`src/rtl/tx_bit_stuffer_if.sv`:
```
// Handshake and line signals between the TX byte shifter, the bit stuffer and the pads.
interface tx_bit_stuffer_if;
    logic bit_strobe;
    logic tx_bit;
    logic tx_bit_valid;
    logic eop_req;
    logic bit_taken;
    logic dplus_out;
    logic dminus_out;
    logic tx_busy;
    logic eop_done;
    logic tx_error;

    modport master (
        output bit_strobe, tx_bit, tx_bit_valid, eop_req,
        input  bit_taken, dplus_out, dminus_out, tx_busy, eop_done, tx_error
    );

    modport slave (
        input  bit_strobe, tx_bit, tx_bit_valid, eop_req,
        output bit_taken, dplus_out, dminus_out, tx_busy, eop_done, tx_error
    );
endinterface

```
`src/rtl/tx_bit_stuffer.sv`:
```
// USB full-speed TX line encoder: bit stuffing after six 1s, NRZI onto D+/D-, and EOP generation.
//   state | meaning
//   IDLE  | line J, waiting for the first valid bit
//   DATA  | sending data bits and stuffed zeros
//   EOP1  | first SE0 on the line, next strobe drives the second SE0
//   EOP2  | second SE0 on the line, next strobe drives J
//   EOPJ  | final J on the line, next clock pulses eop_done
module tx_bit_stuffer (
    input  logic            clk,
    input  logic            n_rst,
    tx_bit_stuffer_if.slave bus
);

    typedef enum logic [2:0] {
        IDLE = 3'd0,
        DATA = 3'd1,
        EOP1 = 3'd2,
        EOP2 = 3'd3,
        EOPJ = 3'd4
    } state_t;

    state_t     r_state;
    state_t     w_state_nxt;
    logic [2:0] r_ones_cnt;
    logic [2:0] w_ones_nxt;
    logic       r_level;
    logic       w_level_nxt;
    logic       r_dplus;
    logic       w_dplus_nxt;
    logic       r_dminus;
    logic       w_dminus_nxt;
    logic       r_busy;
    logic       w_busy_nxt;
    logic       r_eop_done;
    logic       w_eop_done_nxt;
    logic       r_tx_error;
    logic       w_tx_error_nxt;
    logic       w_bit_taken;

    // r_level is the NRZI level (1 = J, 0 = K); it survives SE0 so the next packet starts from J.
    always_ff @(posedge clk or negedge n_rst) begin
        if (!n_rst) begin
            r_state    <= IDLE;
            r_ones_cnt <= 3'd0;
            r_level    <= 1'b1;
            r_dplus    <= 1'b1;
            r_dminus   <= 1'b0;
            r_busy     <= 1'b0;
            r_eop_done <= 1'b0;
            r_tx_error <= 1'b0;
        end else begin
            r_state    <= w_state_nxt;
            r_ones_cnt <= w_ones_nxt;
            r_level    <= w_level_nxt;
            r_dplus    <= w_dplus_nxt;
            r_dminus   <= w_dminus_nxt;
            r_busy     <= w_busy_nxt;
            r_eop_done <= w_eop_done_nxt;
            r_tx_error <= w_tx_error_nxt;
        end
    end

    always_comb begin
        w_state_nxt    = r_state;
        w_ones_nxt     = r_ones_cnt;
        w_level_nxt    = r_level;
        w_dplus_nxt    = r_dplus;
        w_dminus_nxt   = r_dminus;
        w_busy_nxt     = r_busy;
        w_eop_done_nxt = 1'b0;
        w_tx_error_nxt = 1'b0;
        w_bit_taken    = 1'b0;

        case (r_state)
            IDLE: begin
                if (bus.bit_strobe && bus.tx_bit_valid) begin
                    w_bit_taken  = 1'b1;
                    w_level_nxt  = bus.tx_bit ? r_level : ~r_level;
                    w_dplus_nxt  = w_level_nxt;
                    w_dminus_nxt = ~w_level_nxt;
                    w_ones_nxt   = bus.tx_bit ? 3'd1 : 3'd0;
                    w_busy_nxt   = 1'b1;
                    w_state_nxt  = DATA;
                end
            end
            DATA: begin
                if (bus.bit_strobe) begin
                    if (r_ones_cnt == 3'd6) begin
                        w_level_nxt  = ~r_level;
                        w_dplus_nxt  = w_level_nxt;
                        w_dminus_nxt = ~w_level_nxt;
                        w_ones_nxt   = 3'd0;
                    end else if (bus.tx_bit_valid) begin
                        w_bit_taken  = 1'b1;
                        w_level_nxt  = bus.tx_bit ? r_level : ~r_level;
                        w_dplus_nxt  = w_level_nxt;
                        w_dminus_nxt = ~w_level_nxt;
                        w_ones_nxt   = bus.tx_bit ? (r_ones_cnt + 3'd1) : 3'd0;
                    end else begin
                        // Underrun aborts the packet with an ordinary EOP.
                        w_tx_error_nxt = ~bus.eop_req;
                        w_dplus_nxt    = 1'b0;
                        w_dminus_nxt   = 1'b0;
                        w_state_nxt    = EOP1;
                    end
                end
            end
            EOP1: begin
                if (bus.bit_strobe) begin
                    w_dplus_nxt  = 1'b0;
                    w_dminus_nxt = 1'b0;
                    w_state_nxt  = EOP2;
                end
            end
            EOP2: begin
                if (bus.bit_strobe) begin
                    w_level_nxt  = 1'b1;
                    w_dplus_nxt  = 1'b1;
                    w_dminus_nxt = 1'b0;
                    w_state_nxt  = EOPJ;
                end
            end
            EOPJ: begin
                w_eop_done_nxt = 1'b1;
                w_busy_nxt     = 1'b0;
                w_ones_nxt     = 3'd0;
                w_state_nxt    = IDLE;
            end
            default: begin
                w_state_nxt = IDLE;
            end
        endcase
    end

    // Gated with reset so the shifter never advances while the encoder is held in reset.
    assign bus.bit_taken  = w_bit_taken & n_rst;
    assign bus.dplus_out  = r_dplus;
    assign bus.dminus_out = r_dminus;
    assign bus.tx_busy    = r_busy;
    assign bus.eop_done   = r_eop_done;
    assign bus.tx_error   = r_tx_error;

endmodule

```
`src/flat_wrapper.sv`:
```
// flat-port wrapper written by rule: the top's interface ports become plain ports
module tx_bit_stuffer_flat 
  (clk, n_rst, bus_bit_strobe, bus_tx_bit, bus_tx_bit_valid, bus_eop_req, bus_bit_taken, bus_dplus_out, bus_dminus_out, bus_tx_busy, bus_eop_done, bus_tx_error);
  tx_bit_stuffer_if bus_i ();
  input  logic clk;
  input  logic n_rst;
  input wire logic [$bits(bus_i.bit_strobe)-1:0] bus_bit_strobe;
  input wire logic [$bits(bus_i.tx_bit)-1:0] bus_tx_bit;
  input wire logic [$bits(bus_i.tx_bit_valid)-1:0] bus_tx_bit_valid;
  input wire logic [$bits(bus_i.eop_req)-1:0] bus_eop_req;
  output wire logic [$bits(bus_i.bit_taken)-1:0] bus_bit_taken;
  output wire logic [$bits(bus_i.dplus_out)-1:0] bus_dplus_out;
  output wire logic [$bits(bus_i.dminus_out)-1:0] bus_dminus_out;
  output wire logic [$bits(bus_i.tx_busy)-1:0] bus_tx_busy;
  output wire logic [$bits(bus_i.eop_done)-1:0] bus_eop_done;
  output wire logic [$bits(bus_i.tx_error)-1:0] bus_tx_error;
  assign bus_i.bit_strobe = bus_bit_strobe;
  assign bus_i.tx_bit = bus_tx_bit;
  assign bus_i.tx_bit_valid = bus_tx_bit_valid;
  assign bus_i.eop_req = bus_eop_req;
  assign bus_bit_taken = bus_i.bit_taken;
  assign bus_dplus_out = bus_i.dplus_out;
  assign bus_dminus_out = bus_i.dminus_out;
  assign bus_tx_busy = bus_i.tx_busy;
  assign bus_eop_done = bus_i.eop_done;
  assign bus_tx_error = bus_i.tx_error;
  tx_bit_stuffer u_core (.clk(clk), .n_rst(n_rst), .bus(bus_i));
endmodule
```
`config.mk`:
```
export PLATFORM = sky130hd
export DESIGN_NAME = tx_bit_stuffer_flat
export DESIGN_NICKNAME = d
export VERILOG_FILES = /design/src/rtl/tx_bit_stuffer_if.sv /design/src/rtl/tx_bit_stuffer.sv /design/src/flat_wrapper.sv
export SDC_FILE = /design/constraint.sdc
export NUM_CORES = 1
export LEC_CHECK = 0
export BUFFER_PORTS_ARGS = -buffer_cell sky130_fd_sc_hd__clkbuf_2
export CORE_AREA = 2 2 49 51
export DETAILED_ROUTE_END_ITERATION = 6
export DIE_AREA = 0 0 51 53
export GPL_TIMING_DRIVEN = 0
export MAX_ROUTING_LAYER = met4
export PLACE_DENSITY = 0.66
export SLEW_MARGIN = 20
export SYNTH_ARGS = -nofsm -noshare
export SYNTH_HDL_FRONTEND = slang
export SYNTH_SLANG_ARGS = --single-unit
export TNS_END_PERCENT = 5
```
`constraint.sdc`:
```
create_clock -name clk -period 1.6 [get_ports clk]
set_input_delay 0 -clock clk [delete_from_list [all_inputs] [get_ports clk]]
set_output_delay 0 -clock clk [all_outputs]
set_load 0.01 [all_outputs]
```
Word level (Yosys, flattened, before mapping)
Cells that the tools add are included.
{"block": "totals", "out_inout_bits": 6, "regBits": 12}
{"block": "op_classes", "eq_ne": 13, "addsub": 1, "muxes": 43, "bitwise": 4, "reduce_logical": 14}
{"cell": "3-bit 2-to-1 mux", "count": 11}
{"cell": "1-bit 2-to-1 mux", "count": 25}
{"cell": "3-bit one-hot mux with 4 select lines", "count": 1}
{"cell": "2-bit != test, second input constant", "count": 5}
{"cell": "5-bit AND reduction", "count": 2}
{"cell": "3-bit one-hot mux with 3 select lines", "count": 1}
{"cell": "3-bit nonzero test", "count": 3}
{"cell": "4-bit AND reduction", "count": 2}
{"cell": "3-bit by 2-bit == test with 1-bit output, second input constant", "count": 2}
{"cell": "3-bit == test, second input constant", "count": 2}
{"cell": "1-bit one-hot mux with 3 select lines", "count": 2}
{"cell": "6-bit AND reduction", "count": 1}
{"cell": "2-bit by 1-bit != test with 1-bit output, second input constant", "count": 2}
{"cell": "1-bit one-hot mux with 2 select lines", "count": 2}
{"cell": "1-bit one-hot mux with 4 select lines", "count": 1}
{"cell": "4-bit nonzero test", "count": 1}
{"cell": "3-bit by 1-bit adder with 3-bit output, second input constant", "count": 1}
{"cell": "3-bit by 1-bit == test with 1-bit output, second input constant", "count": 1}
{"cell": "3-bit logical NOT", "count": 1}
{"cell": "3-bit by 2-bit != test with 1-bit output, second input constant", "count": 1}
{"cell": "1-bit inverter", "count": 3}
{"cell": "2-bit AND reduction", "count": 1}
{"cell": "2-bit nonzero test", "count": 1}
{"cell": "2-bit OR reduction", "count": 1}
{"cell": "2 further kinds", "count": 2}

Depth between registers and ports, before layout
Gate-level depths: netlist of run 1.
{"block": "logic_depth", "depth_word": 7, "ltp_mapped": 6, "ltp_nobuf": 6}

Least setup slack after synthesis of run 1
Ideal clock, no wire load.
{"block": "synth_timing", "path_type": "reg-to-reg", "startpoint": "register u_core.r_ones_cnt[0]", "endpoint": "register u_core.r_ones_cnt[1]", "arrival_ps": 1449, "path_stages_with_launch": 6, "t_required_ps": 1473, "setup_time_ps": 127, "slack_ps": 24, "path_buffers": 0, "path_cell_list": "dfrtp_1 > inv_1 > ha_1 > a311o_1 > nand2_2 > mux2_1"}
{"block": "synth_between", "elab_chain_len": 6}
{"item": "start, declared", "line": "tx_bit_stuffer.sv:24", "rtl": "logic [2:0] r_ones_cnt;"}
{"item": "start signal, assigned", "line": "tx_bit_stuffer.sv:53", "rtl": "r_ones_cnt <= w_ones_nxt;"}
{"item": "3-bit by 1-bit adder with 3-bit output", "line": "tx_bit_stuffer.sv:98", "rtl": "w_ones_nxt = bus.tx_bit ? (r_ones_cnt + 3'd1) : 3'd0;"}
{"item": "3-bit 2-to-1 mux", "line": "tx_bit_stuffer.sv:98"}
{"item": "3-bit 2-to-1 mux", "line": "tx_bit_stuffer.sv:93", "rtl": "end else if (bus.tx_bit_valid) begin"}
{"item": "3-bit 2-to-1 mux", "line": "tx_bit_stuffer.sv:88", "rtl": "if (r_ones_cnt == 3'd6) begin"}
{"item": "3-bit 2-to-1 mux", "line": "tx_bit_stuffer.sv:87", "rtl": "if (bus.bit_strobe) begin"}
{"item": "3-bit one-hot mux with 3 select lines", "line": "tx_bit_stuffer.sv:74", "rtl": "case (r_state)"}
Parallel ways exist; a longest one is shown, timed or not. The select of a mux whose other input is x is not followed.
A chain may end at the register's enable or synchronous reset.

Final worst setup path of run 1
{"block": "layout_timing", "startpoint": "register u_core.r_ones_cnt[1]", "endpoint": "register u_core.r_ones_cnt[2]"}
Same word-level chain as after synthesis.

==> metrics.md, run 1 <==
| Metric | Value |
|---|---|
| Antenna Cells | 0 |
| Worst reg2reg path depth | 5 |
| Die height | 53 µm |
| GR Util met1 | between 10% and 20% |
| CTS Sinks | 12 |
| Initial Util | between 30% and 40% |
| Clock Path Buffers | 2 |
| Vias/cell | 5.03 |
| Commonest non-fill, non-tap cell in the layout | clkbuf_2 |
| Worst R2R End | u_core.r_ones_cnt[2] |
| Power, Total | around 0.0014 W |
| Worst-margin pin slew | a little over 0.4 ns |
| CTS buffer count | 3 |
| Post-DP HPWL | approximately 1100 µm |
| Vias | between 500 and 600 |
| Max_cap viols | 0 |
| Worst hold slack | between 0.03 and 0.04 ns |
| Area Overhead vs Synth | 28.5% |
| Status | finished clean |
| CORE AREA | about 2100 µm² |
| Rows | 17 |
| Most frequent cells in the layout | clkbuf_2, dfrtp_1, buf_4 |
| Startpoint Class | flop |
| HP Class | in -> reg |
| Critical path peak fanout | 7 |
| Fin nets | 100 |
| Initial antenna violation count | 0 |
| Clk Latency, worst-skew pair | 0.27 ns |
| R2R Setup Slk | ~0.052 ns |
| Die Wd | approximately 51 µm |
| TritonCTS clock tree | built |
| First-pass GRT wire length | 2570 µm |
| DRT Wirelength | about 1500 µm |
| Fill cell count | 220 |
| Largest net degree at the start of global routing | 14 |
| Cell Area, Synth | between 700 and 800 µm² |
| Iter 0 DRT Violations | 9 |
| Pwr Density | about 1500 nW/µm² |
| Layout Skew | around 0.0016 ns |
| Total gr overflow | 0 |
| Endpoints failing hold | 0 |
| Slew Viols, Final | 0 |
| Die area | between 2000 and 3000 µm² |
| 1st-pass router iterations | 4 |
| Worst Path Arrival | 1.74 ns |
| Cell count after synthesis | 69 |
| Final Setup Violations | 0 |
| Met2 Use GR | between 20% and 30% |
| CTS Root Cell | clkbuf_4 |
| Wirelength per Cell | between 10 and 15 µm |
| Vias in the first global route | 556 |
| Number of synthesized register bits | 12 |
| Lkg Pwr | approximately 0.43 nW |
| R2r startpoint | u_core.r_ones_cnt[1] |
| Crit path from | u_core.r_ones_cnt[1] |
| Global-route track usage on met3 | 2.54% |
| Post-synthesis sequential area ratio | 42.0% |
| Syn_nets | 77 |
| Crit end category | flop |
| Max H-tree Level | 1 |
| WS Path Type | reg -> reg |
| Max-slew headroom | approximately three quarters |
| Final GP Congestion | ~0.89 |
| Required @ worst endpoint | 1.80 ns |
| Fmax | roughly 650 MHz |
| Final period util | between 90% and 100% |
| Min Clock Period, post-route | 1.55 ns |
| Top-Level Pins | 12 |
| Share of cells above drive strength 1 | between 40% and 50% |
| Port Buffers | 10 |
| GRT Total Usage | around 14% |
| Distinct cell type count after synthesis | 42 |
| Post-DRT Antenna Nets | 0 |
| Busiest grt layer | met2 |
| Worst setup path end | u_core.r_ones_cnt[2] |
| Clk slew on worst S/H paths | roughly 0.08 ns |
| DRC | 0 |
| Peak VDD IR | a little over 0.5 mV |
| Synthesis Warnings | 0 |
| Avg Synthesized Cell Area | between 10 and 15 µm² |
worst min path at each step:
| stage | start | end | slack, ns | cells past startpoint |
|---|---|---|---|---|
| floorplan | n_rst | u_core.bus.dminus_out | -0.30 | 0 |
| global placement | n_rst | u_core.bus.tx_error | -0.09 | 1 |
| detailed placement | n_rst | u_core.bus.tx_error | -0.09 | 1 |
| CTS | bus_tx_bit | u_core.r_ones_cnt[0] | 0.04 | 3 |
| global route | bus_tx_bit | u_core.r_ones_cnt[0] | 0.05 | 3 |
| finish | bus_tx_bit | u_core.r_ones_cnt[0] | 0.03 | 3 |
state kept, by name, summed over array words and instances (netlist names):
signal / count
u_core.r_state: 3
u_core.bus.tx_busy: 1
u_core.r_ones_cnt: 3
u_core.bus.eop_done: 1
u_core.r_level: 1
u_core.bus.dminus_out: 1
u_core.bus.tx_error: 1
u_core.bus.dplus_out: 1
through the flow:
stage	std cells	util, %	setup TNS [ns]	area, µm²	setup WS (ns)
floorplan	69	-	0	721	0.0236
global placement	107	37.5	-0.0628	806	-0.0628
detailed placement	107	37.5	-0.0988	806	-0.0653
CTS	114	40.6	0	872	0.0125
global route	119	43.1	-0.0111	926	-0.00929
finish	119	43.1	0	926	0.0523
routing by layer:
layer / share of wire (%) / wire length, µm
met3: 2.3 / 36
met5: 0 / 0
met4: 1.6 / 24
met1: 45 / 699
met2: 51 / 786
power by group:
part / leakage [nW] / switching [W] / total [W] / internal (W)
clock: 0.0210 / 0.000108 / 0.000246 / 0.000138
sequential: 0.148 / 0.0000850 / 0.000508 / 0.000423
combinational: 0.260 / 0.000330 / 0.000651 / 0.000322
total: 0.429 / 0.000522 / 0.00141 / 0.000883
logic make-up (layout without fill, tap and decap cells):
logic type	count (synthesis)	count (layout)	share of synthesized area, %
simple gates	24	24	21.7
compound gates	22	22	22.9
flops	12	12	42.0
buf+inv	6	28	5.73
fa+ha+maj	2	2	3.47
mux	2	2	2.95
xor+xnor	1	1	1.22
cells in the mapped netlist:
cell type   n  share of area, %
dfrtp_1    10                35
nand2_1     4               2.1
nor2_1      4               2.1
a21o_1      3               3.1
a21oi_1     3               2.1
a31oi_1     3               2.6
and3_1      2               1.7
buf_2       2               1.4
dfstp_2     2               7.3
ha_1        2               3.5
inv_1       2               1.0
nand4b_1    2               2.4
a21oi_2     1               1.2
a22o_1      1               1.2
a311o_1     1               1.4
a311oi_1    1               1.2
a31oi_2     1               1.7
a41oi_1     1               1.2
and2_2      1               1.0
and2b_1     1               1.0
and2b_4     1               1.4
and4bb_1    1               1.7
buf_12      1               2.8
clkbuf_1    1              0.52
mux2_1      1               1.6
mux2i_1     1               1.4
nand2_2     1              0.87
nand2b_1    1              0.87
nand3_1     1              0.69
nand3_2     1               1.4
nand3b_1    1               1.0
nand4_1     1              0.87
nor2b_2     1               1.2
o211ai_1    1               1.0
o21a_1      1               1.0
o21ai_0     1              0.69
o21ai_1     1              0.69
o21ba_2     1               1.4
o2bb2ai_1   1               1.2
o31ai_1     1               1.0
or3b_1      1               1.2
xnor2_1     1               1.2
timing repair:
action,4_1_cts,5_1_grt
gates resized for setup,1,4
setup endpoints to repair,2,3
pin swaps,0,2
hold buffers,2,0
hold endpoints to repair,13,0
setup buffers,1,5
worst max-delay path, stage by stage (launching register included):
cell,delay (ns)
dfrtp_1,0.43
ha_4,0.20
a21oi_2,0.18
nand3_2,0.12
or3b_1,0.36
o2bb2ai_1,0.17
layout make-up:
class                      count  area [µm²]  share of cell area [%]
sequential                    12         304                    32.8
buffer                         4        33.8                    3.65
tap                           28        35.0                    3.78
inverter                       2        7.51                   0.811
timing repair buffer          18         115                    12.4
multi-input combinational     51         394                    42.6
clock buffer                   4        36.3                    3.92
Note: power is estimated with default switching activity, not from simulation.
==> inputs of run 2 (changes only) <==
RECOVER_POWER = 50   (was default)
==> run 2 against run 1 <==
Net effect: wire length grew 0.13%; via count is the same; global-route usage unchanged; hold slack is the same; non-clock buffer count unchanged; die area stayed put; clock skew unchanged; register-to-register slack is essentially flat; flip-flop and latch count unchanged; critical path depth unchanged; critical path type unchanged; largest power group unchanged.
==> metrics.md, run 2 (synthesis gave the netlist of run 1 again) <==
| Metric | Value |
|---|---|
| HP Class | in -> reg (unchanged) |
| Antenna Cells | 0 (unchanged) |
| Crit end category | flop (unchanged) |
| Post-DP HPWL | 1060 µm (unchanged) |
| Worst Path Arrival | 1.74 ns (about the same) |
| Worst reg2reg path depth | 5 (unchanged) |
| Pwr Density | 1520 nW/µm² (about the same) |
| Final Setup Violations | 0 (unchanged) |
| GRT Total Usage | 13.5% (unchanged) |
| Post-DRT Antenna Nets | 0 (unchanged) |
| M1 WL | 698 µm (was 699 µm) |
| CTS buffer count | 3 (unchanged) |
| Final period util | 96.7% (unchanged) |
| Clk slew on worst S/H paths | 0.08 ns (about the same) |
| Endpoints failing hold | 0 (unchanged) |
| Rows | 17 (unchanged) |
| Post-DP Area | 806 µm² (unchanged) |
| Vias | 598 (unchanged) |
| Largest regs | u_core.r_ones_cnt: 3 flops, u_core.r_state: 3 flops (unchanged) |
| Peak VDD IR | 0.513 mV (was 0.514 mV) |
| Iter 0 DRT Violations | 9 (unchanged) |
| Max H-tree Level | 1 (unchanged) |
| First-pass GRT wire length | 2570 µm (unchanged) |
| Required @ worst endpoint | 1.80 ns (about the same) |
| Fmax | 646 MHz (unchanged) |
| Vias/cell | 5.03 (unchanged) |
| Clk Latency, worst-skew pair | 0.27 ns (about the same) |
| Wirelength per Cell | 13.0 µm (about the same) |
| Commonest non-fill, non-tap cell in the layout | dfrtp_1 (was clkbuf_2) |
| Most frequent cells in the layout | dfrtp_1, clkbuf_2, buf_4 (was clkbuf_2, dfrtp_1, buf_4) |
| CORE AREA | 2150 µm² (unchanged) |
| DRT Wirelength | 1550 µm (about the same) |
| DR top layer | met4 (unchanged) |
| CTS Sinks | 12 (unchanged) |
| Port Buffers | 10 (unchanged) |
| Clock Path Buffers | 2 (unchanged) |
| Status | finished clean (unchanged) |
| Min Clock Period, post-route | 1.55 ns (unchanged) |
| CTS Root Cell | clkbuf_4 (unchanged) |
| Max_cap viols | 0 (unchanged) |
| WS Path Type | reg -> reg (unchanged) |
| Largest net degree at the start of global routing | 14 (unchanged) |
| Final GP Congestion | 0.886 (unchanged) |
| Worst-margin pin slew | 0.691 ns (was 0.403 ns) |
| Fill cell count | 221 (was 220) |
| Top-Level Pins | 12 (unchanged) |
| Slew Viols, Final | 0 (unchanged) |
| Area Overhead vs Synth | 28.0% (was 28.5%) |
| Share of cells above drive strength 1 | 37.4% (was 40.7%) |
| WL met2 | 786 µm (unchanged) |
| TritonCTS clock tree | built (unchanged) |
| Total gr overflow | 0 (unchanged) |
| Startpoint Class | flop (unchanged) |
| Vias in the first global route | 556 (unchanged) |
| Lkg Pwr | 0.419 nW (was 0.429 nW) |
| 1st-pass router iterations | 4 (unchanged) |
| Layout Skew | 0.00158 ns (unchanged) |
| DR WL met3 | 39 µm (was 36 µm) |
| DRC | 0 (unchanged) |
| Die Wd | 51 µm (unchanged) |
| Pre-CTS setup slack | -0.0653 ns (unchanged) |
| Die area | 2700 µm² (unchanged) |
| Final instance area | 922 µm² (was 926 µm²) |
| Initial antenna violation count | 0 (unchanged) |
| Critical path peak fanout | 7 (unchanged) |
| Max-slew headroom | 53.9% (was 73.2%) |
| Worst setup margin | 0.0523 ns (unchanged) |
| Fin nets | 100 (unchanged) |
| Hold depth | 3 (unchanged) |
| Initial Util | 33.5% (unchanged) |
| Die height | 53 µm (unchanged) |
run 2: cell counts in the layout (fill, tap and decap cells not counted):
Identical to the previous run, type by type.
run 2: metrics by stage:
stage          hold WS (ns)  util, %  std cells  TNS, ns  power, W
2_1_floorplan        -0.296        -         69        0  0.000910
3_3_place_gp        -0.0947     37.5        107  -0.0628   0.00104
5_1_grt              0.0494     42.9        119  -0.0111   0.00154
4_1_cts              0.0422     40.6        114        0   0.00134
6_report             0.0327     42.9        119        0   0.00140
3_5_place_dp        -0.0875     37.5        107  -0.0988   0.00106
run 2: final timing paths:
check / from / slack, ns / end
setup / recovery: u_core.r_ones_cnt[1] / 0.05 / u_core.r_ones_cnt[2]
hold / removal: bus_tx_bit / 0.03 / u_core.r_ones_cnt[0]
setup reg to reg: u_core.r_ones_cnt[1] / 0.05 / u_core.r_ones_cnt[2]
hold reg to reg: u_core.bus.dminus_out / 0.52 / u_core.bus.dminus_out
max in group asynchronous: n_rst / 0.85 / u_core.r_state[2]
min in group asynchronous: n_rst / 0.27 / u_core.r_state[0]
run 2: what timing repair did:
action,CTS,global route
setup buffers,1,5
endpoints found under the hold margin,13,0
hold buffers,2,0
gates resized for setup,1,4
setup endpoints to repair,2,3
pin swaps,0,2
run 2: area by class of cell:
| type | count | area, µm² | share of cell area (%) |
|---|---|---|---|
| Clock buffer | 4 | 36.3 | 3.93 |
| Buffer | 4 | 33.8 | 3.66 |
| Multi-Input combinational cell | 51 | 394 | 42.7 |
| Timing Repair Buffer | 18 | 111 | 12.1 |
| Tap cell | 28 | 35.0 | 3.80 |
| Sequential cell | 12 | 304 | 33.0 |
| Inverter | 2 | 7.51 | 0.814 |
run 2: per-layer routing:
layer  up-vias  track usage, %
li1        303               -
met1       283            16.8
met2        10            21.0
met3         2            2.54
met4         0            6.76
met5         -               -
run 2: worst max-delay path, cell delays in order, from the launching register on:
cell and delay (ns):
dfrtp_1 0.43, ha_4 0.20, a21oi_2 0.18, nand3_2 0.12
or3b_1 0.36, o2bb2ai_1 0.17
run 2: where the power goes:
part	total (W)	switching (W)	internal, W
logic	0.000650	0.000330	0.000320
clock network	0.000246	0.000108	0.000138
registers	0.000508	0.0000849	0.000423
